==> config.mk <==
export PLATFORM = sky130hd
export DESIGN_NAME = dmem_arbiter_flat
export DESIGN_NICKNAME = d
export VERILOG_FILES = /design/src/rtl/dmem_arbiter_if.sv /design/src/rtl/dmem_arbiter.sv /design/src/flat_wrapper.sv
export SDC_FILE = /design/constraint.sdc
export NUM_CORES = 1
export LEC_CHECK = 0
export CAP_MARGIN = 20
export CORE_MARGIN = 2
export CORE_UTILIZATION = 35
export DETAILED_ROUTE_END_ITERATION = 12
export HOLD_SLACK_MARGIN = 0.03
export PLACE_DENSITY = 0.73
export SETUP_SLACK_MARGIN = 0.4
export SYNTH_ARGS = -nofsm -noshare
export SYNTH_HDL_FRONTEND = slang
export SYNTH_SLANG_ARGS = --single-unit
==> constraint.sdc <==
create_clock -name clk -period 3.6 [get_ports clk]
set_clock_uncertainty 0.05 [all_clocks]
set_input_delay 0.54 -clock clk [delete_from_list [all_inputs] [get_ports clk]]
set_output_delay 0.54 -clock clk [all_outputs]
set_load 0.01 [all_outputs]
==> src/rtl/dmem_arbiter_if.sv <==
`default_nettype none
// ============================================================================
//  Module   : dmem_arbiter_if
//  Brief    : Request/response bundle for the two arbiter ports plus the
//             single-port data memory side.
//  Revision : 1.0  initial release
// ============================================================================
interface dmem_arbiter_if #(
    parameter int AW = 19,
    parameter int DW = 19
);
    logic          m0_valid;
    logic          m0_ready;
    logic          m0_we;
    logic [AW-1:0] m0_addr;
    logic [DW-1:0] m0_wdata;
    logic          m0_rvalid;
    logic [DW-1:0] m0_rdata;
    logic          m0_err;

    logic          m1_valid;
    logic          m1_ready;
    logic          m1_we;
    logic [AW-1:0] m1_addr;
    logic [DW-1:0] m1_wdata;
    logic          m1_lock;
    logic          m1_rvalid;
    logic [DW-1:0] m1_rdata;
    logic          m1_err;

    logic          mem_we;
    logic [AW-1:0] mem_addr;
    logic [DW-1:0] mem_wdata;
    logic [DW-1:0] mem_rdata;

    // Arbiter side
    modport slave (
        input  m0_valid, m0_we, m0_addr, m0_wdata,
        output m0_ready, m0_rvalid, m0_rdata, m0_err,
        input  m1_valid, m1_we, m1_addr, m1_wdata, m1_lock,
        output m1_ready, m1_rvalid, m1_rdata, m1_err,
        output mem_we, mem_addr, mem_wdata,
        input  mem_rdata
    );

    // Requestor / memory-model side
    modport master (
        output m0_valid, m0_we, m0_addr, m0_wdata,
        input  m0_ready, m0_rvalid, m0_rdata, m0_err,
        output m1_valid, m1_we, m1_addr, m1_wdata, m1_lock,
        input  m1_ready, m1_rvalid, m1_rdata, m1_err,
        input  mem_we, mem_addr, mem_wdata,
        output mem_rdata
    );
endinterface
`default_nettype wire

==> src/rtl/dmem_arbiter.sv <==
`default_nettype none
// ============================================================================
//  Module   : dmem_arbiter
//  Brief    : Round-robin two-port arbiter with bounded m1 burst lock in
//             front of a single-port data memory; fixed one-cycle response.
//  Revision : 1.0  initial release
// ============================================================================
module dmem_arbiter #(
    parameter int AW       = 19,
    parameter int DW       = 19,
    parameter int DEPTH    = 1025,
    parameter int MAX_LOCK = 8
) (
    input  logic          clk,
    input  logic          rst,
    dmem_arbiter_if.slave bus
);
    localparam int            CW         = $clog2(MAX_LOCK + 1);
    localparam logic [AW-1:0] C_DEPTH    = AW'(DEPTH);
    localparam logic [CW-1:0] C_MAX_LOCK = CW'(MAX_LOCK);
    localparam logic [CW-1:0] C_ONE      = CW'(1);

    typedef enum logic [0:0] {
        ST_ARB    = 1'b0,
        ST_LOCKED = 1'b1
    } state_e;

    state_e        state_q, state_d;
    logic [CW-1:0] lock_cnt_q, lock_cnt_d;
    logic          last_grant_q, last_grant_d;   // 0 = m0, 1 = m1
    logic          gnt0, gnt1, lock_hold;

    // Grant FSM: next state and ready decisions
    always_comb begin
        state_d      = state_q;
        lock_cnt_d   = lock_cnt_q;
        last_grant_d = last_grant_q;
        gnt0         = 1'b0;
        gnt1         = 1'b0;
        lock_hold    = (state_q == ST_LOCKED) && bus.m1_valid && bus.m1_lock &&
                       !((lock_cnt_q >= C_MAX_LOCK) && bus.m0_valid);
        if (!rst) begin
            if (lock_hold) begin
                gnt1 = 1'b1;
                if (lock_cnt_q != C_MAX_LOCK) begin
                    lock_cnt_d = lock_cnt_q + C_ONE;
                end
            end else begin
                // Plain round-robin; on a bound-triggered release last_grant is m1,
                // so a waiting m0 takes exactly this beat.
                if (bus.m0_valid && (!bus.m1_valid || last_grant_q)) begin
                    gnt0 = 1'b1;
                end else if (bus.m1_valid) begin
                    gnt1 = 1'b1;
                end
                state_d    = ST_ARB;
                lock_cnt_d = '0;
                if (gnt1 && bus.m1_lock) begin
                    state_d    = ST_LOCKED;
                    lock_cnt_d = C_ONE;
                end
            end
            if (gnt0) begin
                last_grant_d = 1'b0;
            end else if (gnt1) begin
                last_grant_d = 1'b1;
            end
        end
    end

    always_ff @(posedge clk) begin
        if (rst) begin
            state_q      <= ST_ARB;
            lock_cnt_q   <= '0;
            last_grant_q <= 1'b1;
        end else begin
            state_q      <= state_d;
            lock_cnt_q   <= lock_cnt_d;
            last_grant_q <= last_grant_d;
        end
    end

    assign bus.m0_ready = gnt0;
    assign bus.m1_ready = gnt1;

    logic          accept;
    logic          req_we;
    logic [AW-1:0] req_addr;
    logic [DW-1:0] req_wdata;

    assign accept    = gnt0 | gnt1;
    assign req_we    = gnt1 ? bus.m1_we    : bus.m0_we;
    assign req_addr  = gnt1 ? bus.m1_addr  : bus.m0_addr;
    assign req_wdata = gnt1 ? bus.m1_wdata : bus.m0_wdata;

    logic          iss_valid_q, iss_port_q, iss_we_q, iss_err_q;
    logic [AW-1:0] iss_addr_q;
    logic [DW-1:0] iss_wdata_q;

    always_ff @(posedge clk) begin
        if (rst) begin
            iss_valid_q <= 1'b0;
            iss_port_q  <= 1'b0;
            iss_we_q    <= 1'b0;
            iss_err_q   <= 1'b0;
            iss_addr_q  <= '0;
            iss_wdata_q <= '0;
        end else begin
            iss_valid_q <= accept;
            if (accept) begin
                iss_port_q  <= gnt1;
                iss_we_q    <= req_we;
                iss_err_q   <= (req_addr >= C_DEPTH);
                iss_addr_q  <= req_addr;
                iss_wdata_q <= req_wdata;
            end
        end
    end

    // Out-of-range writes never strobe the memory
    assign bus.mem_we    = !rst && iss_valid_q && iss_we_q && !iss_err_q;
    assign bus.mem_addr  = rst ? '0 : iss_addr_q;
    assign bus.mem_wdata = rst ? '0 : iss_wdata_q;

    logic          rsp_valid_q, rsp_port_q, rsp_err_q;
    logic [DW-1:0] rsp_rdata_q;

    always_ff @(posedge clk) begin
        if (rst) begin
            rsp_valid_q <= 1'b0;
            rsp_port_q  <= 1'b0;
            rsp_err_q   <= 1'b0;
            rsp_rdata_q <= '0;
        end else begin
            rsp_valid_q <= iss_valid_q;
            rsp_port_q  <= iss_port_q;
            rsp_err_q   <= iss_valid_q && iss_err_q;
            rsp_rdata_q <= (iss_valid_q && !iss_we_q && !iss_err_q) ? bus.mem_rdata : '0;
        end
    end

    logic rv0, rv1;
    assign rv0 = !rst && rsp_valid_q && !rsp_port_q;
    assign rv1 = !rst && rsp_valid_q &&  rsp_port_q;

    assign bus.m0_rvalid = rv0;
    assign bus.m1_rvalid = rv1;
    assign bus.m0_err    = rv0 && rsp_err_q;
    assign bus.m1_err    = rv1 && rsp_err_q;
    assign bus.m0_rdata  = rv0 ? rsp_rdata_q : '0;
    assign bus.m1_rdata  = rv1 ? rsp_rdata_q : '0;
endmodule
`default_nettype wire

==> src/flat_wrapper.sv <==
// flat-port wrapper written by rule: the top's interface ports become plain ports
module dmem_arbiter_flat 
#(
    parameter int AW       = 19,
    parameter int DW       = 19,
    parameter int DEPTH    = 1025,
    parameter int MAX_LOCK = 8
)
  (clk, rst, bus_m0_valid, bus_m0_we, bus_m0_addr, bus_m0_wdata, bus_m0_ready, bus_m0_rvalid, bus_m0_rdata, bus_m0_err, bus_m1_valid, bus_m1_we, bus_m1_addr, bus_m1_wdata, bus_m1_lock, bus_m1_ready, bus_m1_rvalid, bus_m1_rdata, bus_m1_err, bus_mem_we, bus_mem_addr, bus_mem_wdata, bus_mem_rdata);
  dmem_arbiter_if #(.AW(AW), .DW(DW)) bus_i ();
  input  logic clk;
  input  logic rst;
  input wire logic [$bits(bus_i.m0_valid)-1:0] bus_m0_valid;
  input wire logic [$bits(bus_i.m0_we)-1:0] bus_m0_we;
  input wire logic [$bits(bus_i.m0_addr)-1:0] bus_m0_addr;
  input wire logic [$bits(bus_i.m0_wdata)-1:0] bus_m0_wdata;
  output wire logic [$bits(bus_i.m0_ready)-1:0] bus_m0_ready;
  output wire logic [$bits(bus_i.m0_rvalid)-1:0] bus_m0_rvalid;
  output wire logic [$bits(bus_i.m0_rdata)-1:0] bus_m0_rdata;
  output wire logic [$bits(bus_i.m0_err)-1:0] bus_m0_err;
  input wire logic [$bits(bus_i.m1_valid)-1:0] bus_m1_valid;
  input wire logic [$bits(bus_i.m1_we)-1:0] bus_m1_we;
  input wire logic [$bits(bus_i.m1_addr)-1:0] bus_m1_addr;
  input wire logic [$bits(bus_i.m1_wdata)-1:0] bus_m1_wdata;
  input wire logic [$bits(bus_i.m1_lock)-1:0] bus_m1_lock;
  output wire logic [$bits(bus_i.m1_ready)-1:0] bus_m1_ready;
  output wire logic [$bits(bus_i.m1_rvalid)-1:0] bus_m1_rvalid;
  output wire logic [$bits(bus_i.m1_rdata)-1:0] bus_m1_rdata;
  output wire logic [$bits(bus_i.m1_err)-1:0] bus_m1_err;
  output wire logic [$bits(bus_i.mem_we)-1:0] bus_mem_we;
  output wire logic [$bits(bus_i.mem_addr)-1:0] bus_mem_addr;
  output wire logic [$bits(bus_i.mem_wdata)-1:0] bus_mem_wdata;
  input wire logic [$bits(bus_i.mem_rdata)-1:0] bus_mem_rdata;
  assign bus_i.m0_valid = bus_m0_valid;
  assign bus_i.m0_we = bus_m0_we;
  assign bus_i.m0_addr = bus_m0_addr;
  assign bus_i.m0_wdata = bus_m0_wdata;
  assign bus_m0_ready = bus_i.m0_ready;
  assign bus_m0_rvalid = bus_i.m0_rvalid;
  assign bus_m0_rdata = bus_i.m0_rdata;
  assign bus_m0_err = bus_i.m0_err;
  assign bus_i.m1_valid = bus_m1_valid;
  assign bus_i.m1_we = bus_m1_we;
  assign bus_i.m1_addr = bus_m1_addr;
  assign bus_i.m1_wdata = bus_m1_wdata;
  assign bus_i.m1_lock = bus_m1_lock;
  assign bus_m1_ready = bus_i.m1_ready;
  assign bus_m1_rvalid = bus_i.m1_rvalid;
  assign bus_m1_rdata = bus_i.m1_rdata;
  assign bus_m1_err = bus_i.m1_err;
  assign bus_mem_we = bus_i.mem_we;
  assign bus_mem_addr = bus_i.mem_addr;
  assign bus_mem_wdata = bus_i.mem_wdata;
  assign bus_i.mem_rdata = bus_mem_rdata;
  dmem_arbiter #(.AW(AW), .DW(DW), .DEPTH(DEPTH), .MAX_LOCK(MAX_LOCK)) u_core (.clk(clk), .rst(rst), .bus(bus_i));
endmodule
==> key figures <==
Pwr
  • Leakage power: about 2.1 nW
  • Final Power: roughly 0.0019 W
  • Worst VDD drop: 0.163 mV
  • Power per Cell Area: ~350 mW/mm2

Timing
  • Final Hold Vio Count: 0
  • Rel. slew slack: roughly half
  • RSZ-0062 raised after global routing: no
  • Final setup vio count: 0
  • Setup ws final: between 700 and 800 ps
  • Fmax: about 350 MHz
  • Min cycle time layout: a little under 3000 ps
  • Final setup TNS: 0 ps
  • Final worst path period share: approximately four fifths
  • Fin. max-slew vios: 0
  • Slew @ Worst Pin: just under 800 ps

Detailed routing
  • Remaining routing DRC violations: 0
  • Drt first-iter violations: a little over 100
  • Via count: roughly 3300
  • DR WL/cell: around 13 um
  • Antenna-violating nets left: 0
  • Avg Vias per Cell: 4.76
  • Final WL: 9.17 mm
  • DRT Pass-1 Iters: 6

Run
  • Max-cap check violation count: 0

Global routing
  • Vias in the first global route: between 3000 and 4000
  • First-pass GRT wire length: 14.3 mm
  • Initial antenna violation count: 0
  • Total grt overflow: 0
  • Met3 GRT Util: about 3.5%
  • GRT busiest layer: met2
  • Overall routing resource usage: a little under a fifth
  • Largest net degree at the start of global routing: 41
  • Met2 usage: 31.1%
  • M1 GR Usage: 22.4%

CTS
  • Max Root-Sink Buffers: 2
  • Root buf cell: clkbuf_8
  • Clock-pin transition on the worst setup and hold timing paths: 60 ps
  • # hold bufs at CTS: 0
  • CTS tree: done
  • CTS buffer count: 9
  • Clock Latency Late Sink: 330 ps
  • # clock sinks: 70
  • PostCTS Resize Cnt: 0
  • Post-CTS setup buffer count: 0
  • Number of H-tree levels: 3

Layout
  • Fin util: about three fifths
  • Most frequent cells in the layout: clkdlybuf4s50_1 (183), nand2_1 (80), dfxtp_1 (70)
  • # diodes: 0
  • Layout Nets: just under 700
  • Layout cells sized above 1: between 4 and 5%
  • Commonest non-fill, non-tap cell in the layout: clkdlybuf4s50_1
  • Area grow syn2layout: 66.2%

Critical path
  • Slowest cell delay on critical path: about 500 ps
  • Slowest CP cell: clkdlybuf4s50_1
  • Worst reg2reg endpoint: u_core.iss_we_q$_SDFFE_PP0P_
  • Critical Path RT: 3010 ps
  • CP startpoint kind: input port
  • R2R depth: 6
  • CP startpoint: bus_m0_valid
  • Critical Path Fanout Max: 7
  • Worst setup endpoint: bus_m0_ready
  • Critical path type: input port to output pin
  • CP endpoint kind: output pin
  • Reg2reg start: u_core.lock_cnt_q[3]$_SDFFE_PP0P_
  • CP Data Arrival Time: around 2300 ps
  • Flop2flop setup slack: roughly 1700 ps
  • Worst path cell trace: clkdlybuf4s50_1, nand2_1, nand4_1, and2_1, and2_1, clkdlybuf4s50_1

Die
  • Chip width: roughly 100 um
  • # rows: 34
  • Initial core utilization: a little over a third
  • Die height: 99.7 um
  • Die area: 0.00994 mm2
  • Top-Level Pins: ~190
  • Core Area: 0.00881 mm2

Yosys
  • Warnings from Yosys: 0
  • Synthesized area: around 0.0032 mm2
  • Sequential fraction of the synthesis area: between 40 and 50%
  • FF+latch count, synth: 70
  • Distinct cells, synth: 30
  • Post-Synthesis Cells: about 400
  • Syn nets: approximately 500
  • Syn_area_per_cell: roughly 8 um2

Placed design
  • Pre-CTS WS: 711 ps
  • Routability Congestion: around 0.8
  • Port Buf Inserts: approximately 180
  • Post-DP HPWL: between 7 and 8 mm

Min path
  • Hold Path Origin: u_core.iss_valid_q$_SDFF_PP0_
  • Hold/Removal Path Class: register to register

Outcome
  • Run status: finished clean
==> power by group <==
group / switching, W / leakage [nW] / internal, W / total, W
Clock: 0.000278 / 0.0996 / 0.000357 / 0.000636
Sequential: 0.0000160 / 0.581 / 0.000836 / 0.000852
Combinational: 0.000160 / 1.42 / 0.000230 / 0.000390
Total: 0.000454 / 2.11 / 0.00142 / 0.00188
==> Yosys cell counts <==
cell	number	area, um2
nor3b_2	1	12.5
mux2i_1	2	20.0
inv_2	1	3.75
inv_1	4	15.0
a31oi_1	37	231
xor2_1	2	17.5
nor4_1	7	43.8
buf_2	2	10.0
nor3_1	4	20.0
nand2_1	80	300
a311oi_1	2	17.5
ha_1	2	25.0
and3b_1	2	17.5
mux2_2	1	11.3
xnor2_1	1	8.76
nor2_1	45	169
nand3b_1	2	15.0
nor3b_1	1	7.51
a21oi_1	4	20.0
and2_1	62	388
o21ai_0	4	20.0
buf_6	4	45.0
or4_1	1	7.51
clkbuf_1	21	78.8
nand4_1	1	6.26
nand3_1	4	20.0
a311o_1	2	20.0
buf_1	1	3.75
dfxtp_1	70	1400
nor2b_1	40	250
==> per-layer routing <==
layer	share of wire, %	vias up
met3	6.3	16
met1	45	1474
met2	47	135
met4	2.0	0
li1	-	1690
met5	0	-
==> state kept, by name (all words and copies together), names as in the netlist <==
| name | cells |
|---|---|
| u_core.iss_err_q | 1 |
| u_core.state_q | 1 |
| u_core.last_grant_q | 1 |
| u_core.rsp_err_q | 1 |
| u_core.rsp_rdata_q | 19 |
| u_core.iss_we_q | 1 |
| u_core.iss_wdata_q | 19 |
| u_core.iss_port_q | 1 |
| u_core.rsp_valid_q | 1 |
| u_core.lock_cnt_q | 4 |
| u_core.iss_valid_q | 1 |
| u_core.rsp_port_q | 1 |
| u_core.iss_addr_q | 19 |
==> worst min-delay path by stage <==
stage / endpoint / slack (ps) / cells past startpoint
after global routing: u_core.rsp_valid_q$_SDFF_PP0_ / 460 / 1
after global placement: u_core.rsp_valid_q$_SDFF_PP0_ / 420 / 1
after detailed placement: u_core.rsp_port_q$_SDFF_PP0_ / 430 / 1
final: u_core.rsp_valid_q$_SDFF_PP0_ / 430 / 1
after CTS: u_core.rsp_valid_q$_SDFF_PP0_ / 440 / 1
after floorplan: u_core.rsp_port_q$_SDFF_PP0_ / 380 / 1
==> worst max-delay path: cells and delay by family <==
kind	cells	cell delay, ps
buf+inv	2	990
simple gates	4	770
==> through the flow <==
stage                     cells  area (um2)  hold slack [ps]
after floorplan             410        3210              382
after CTS                   697        5330              439
after global routing        697        5330              461
final                       697        5330              431
after detailed placement    681        5130              429
after global placement      681        5130              424
==> cell type report <==
class / instances / area, um2
inverters: 5 / 18.8
clock buffers: 13 / 159
repair buffers: 191 / 1910
flip-flops and latches: 70 / 1400
multi-input cells: 307 / 1660
well taps: 108 / 135
fillers: 822 / 3480
clock inverters: 3 / 42.5
==> cell families (layout without fill, tap and decap cells) <==
logic type                 after synthesis  in the layout  share of synthesized area [%]
muxes                                    3              3                          0.975
buffers and inverters                   33            212                           4.88
DFF                                     70             70                           43.7
xor gates and xnor gates                 3              3                          0.820
AOI/OAI and AO/OA                       49             49                           9.64
adders and majority gates                2              2                          0.780
and+or+nand+nor                        250            250                           39.2
(Power assumes the default switching activity.)
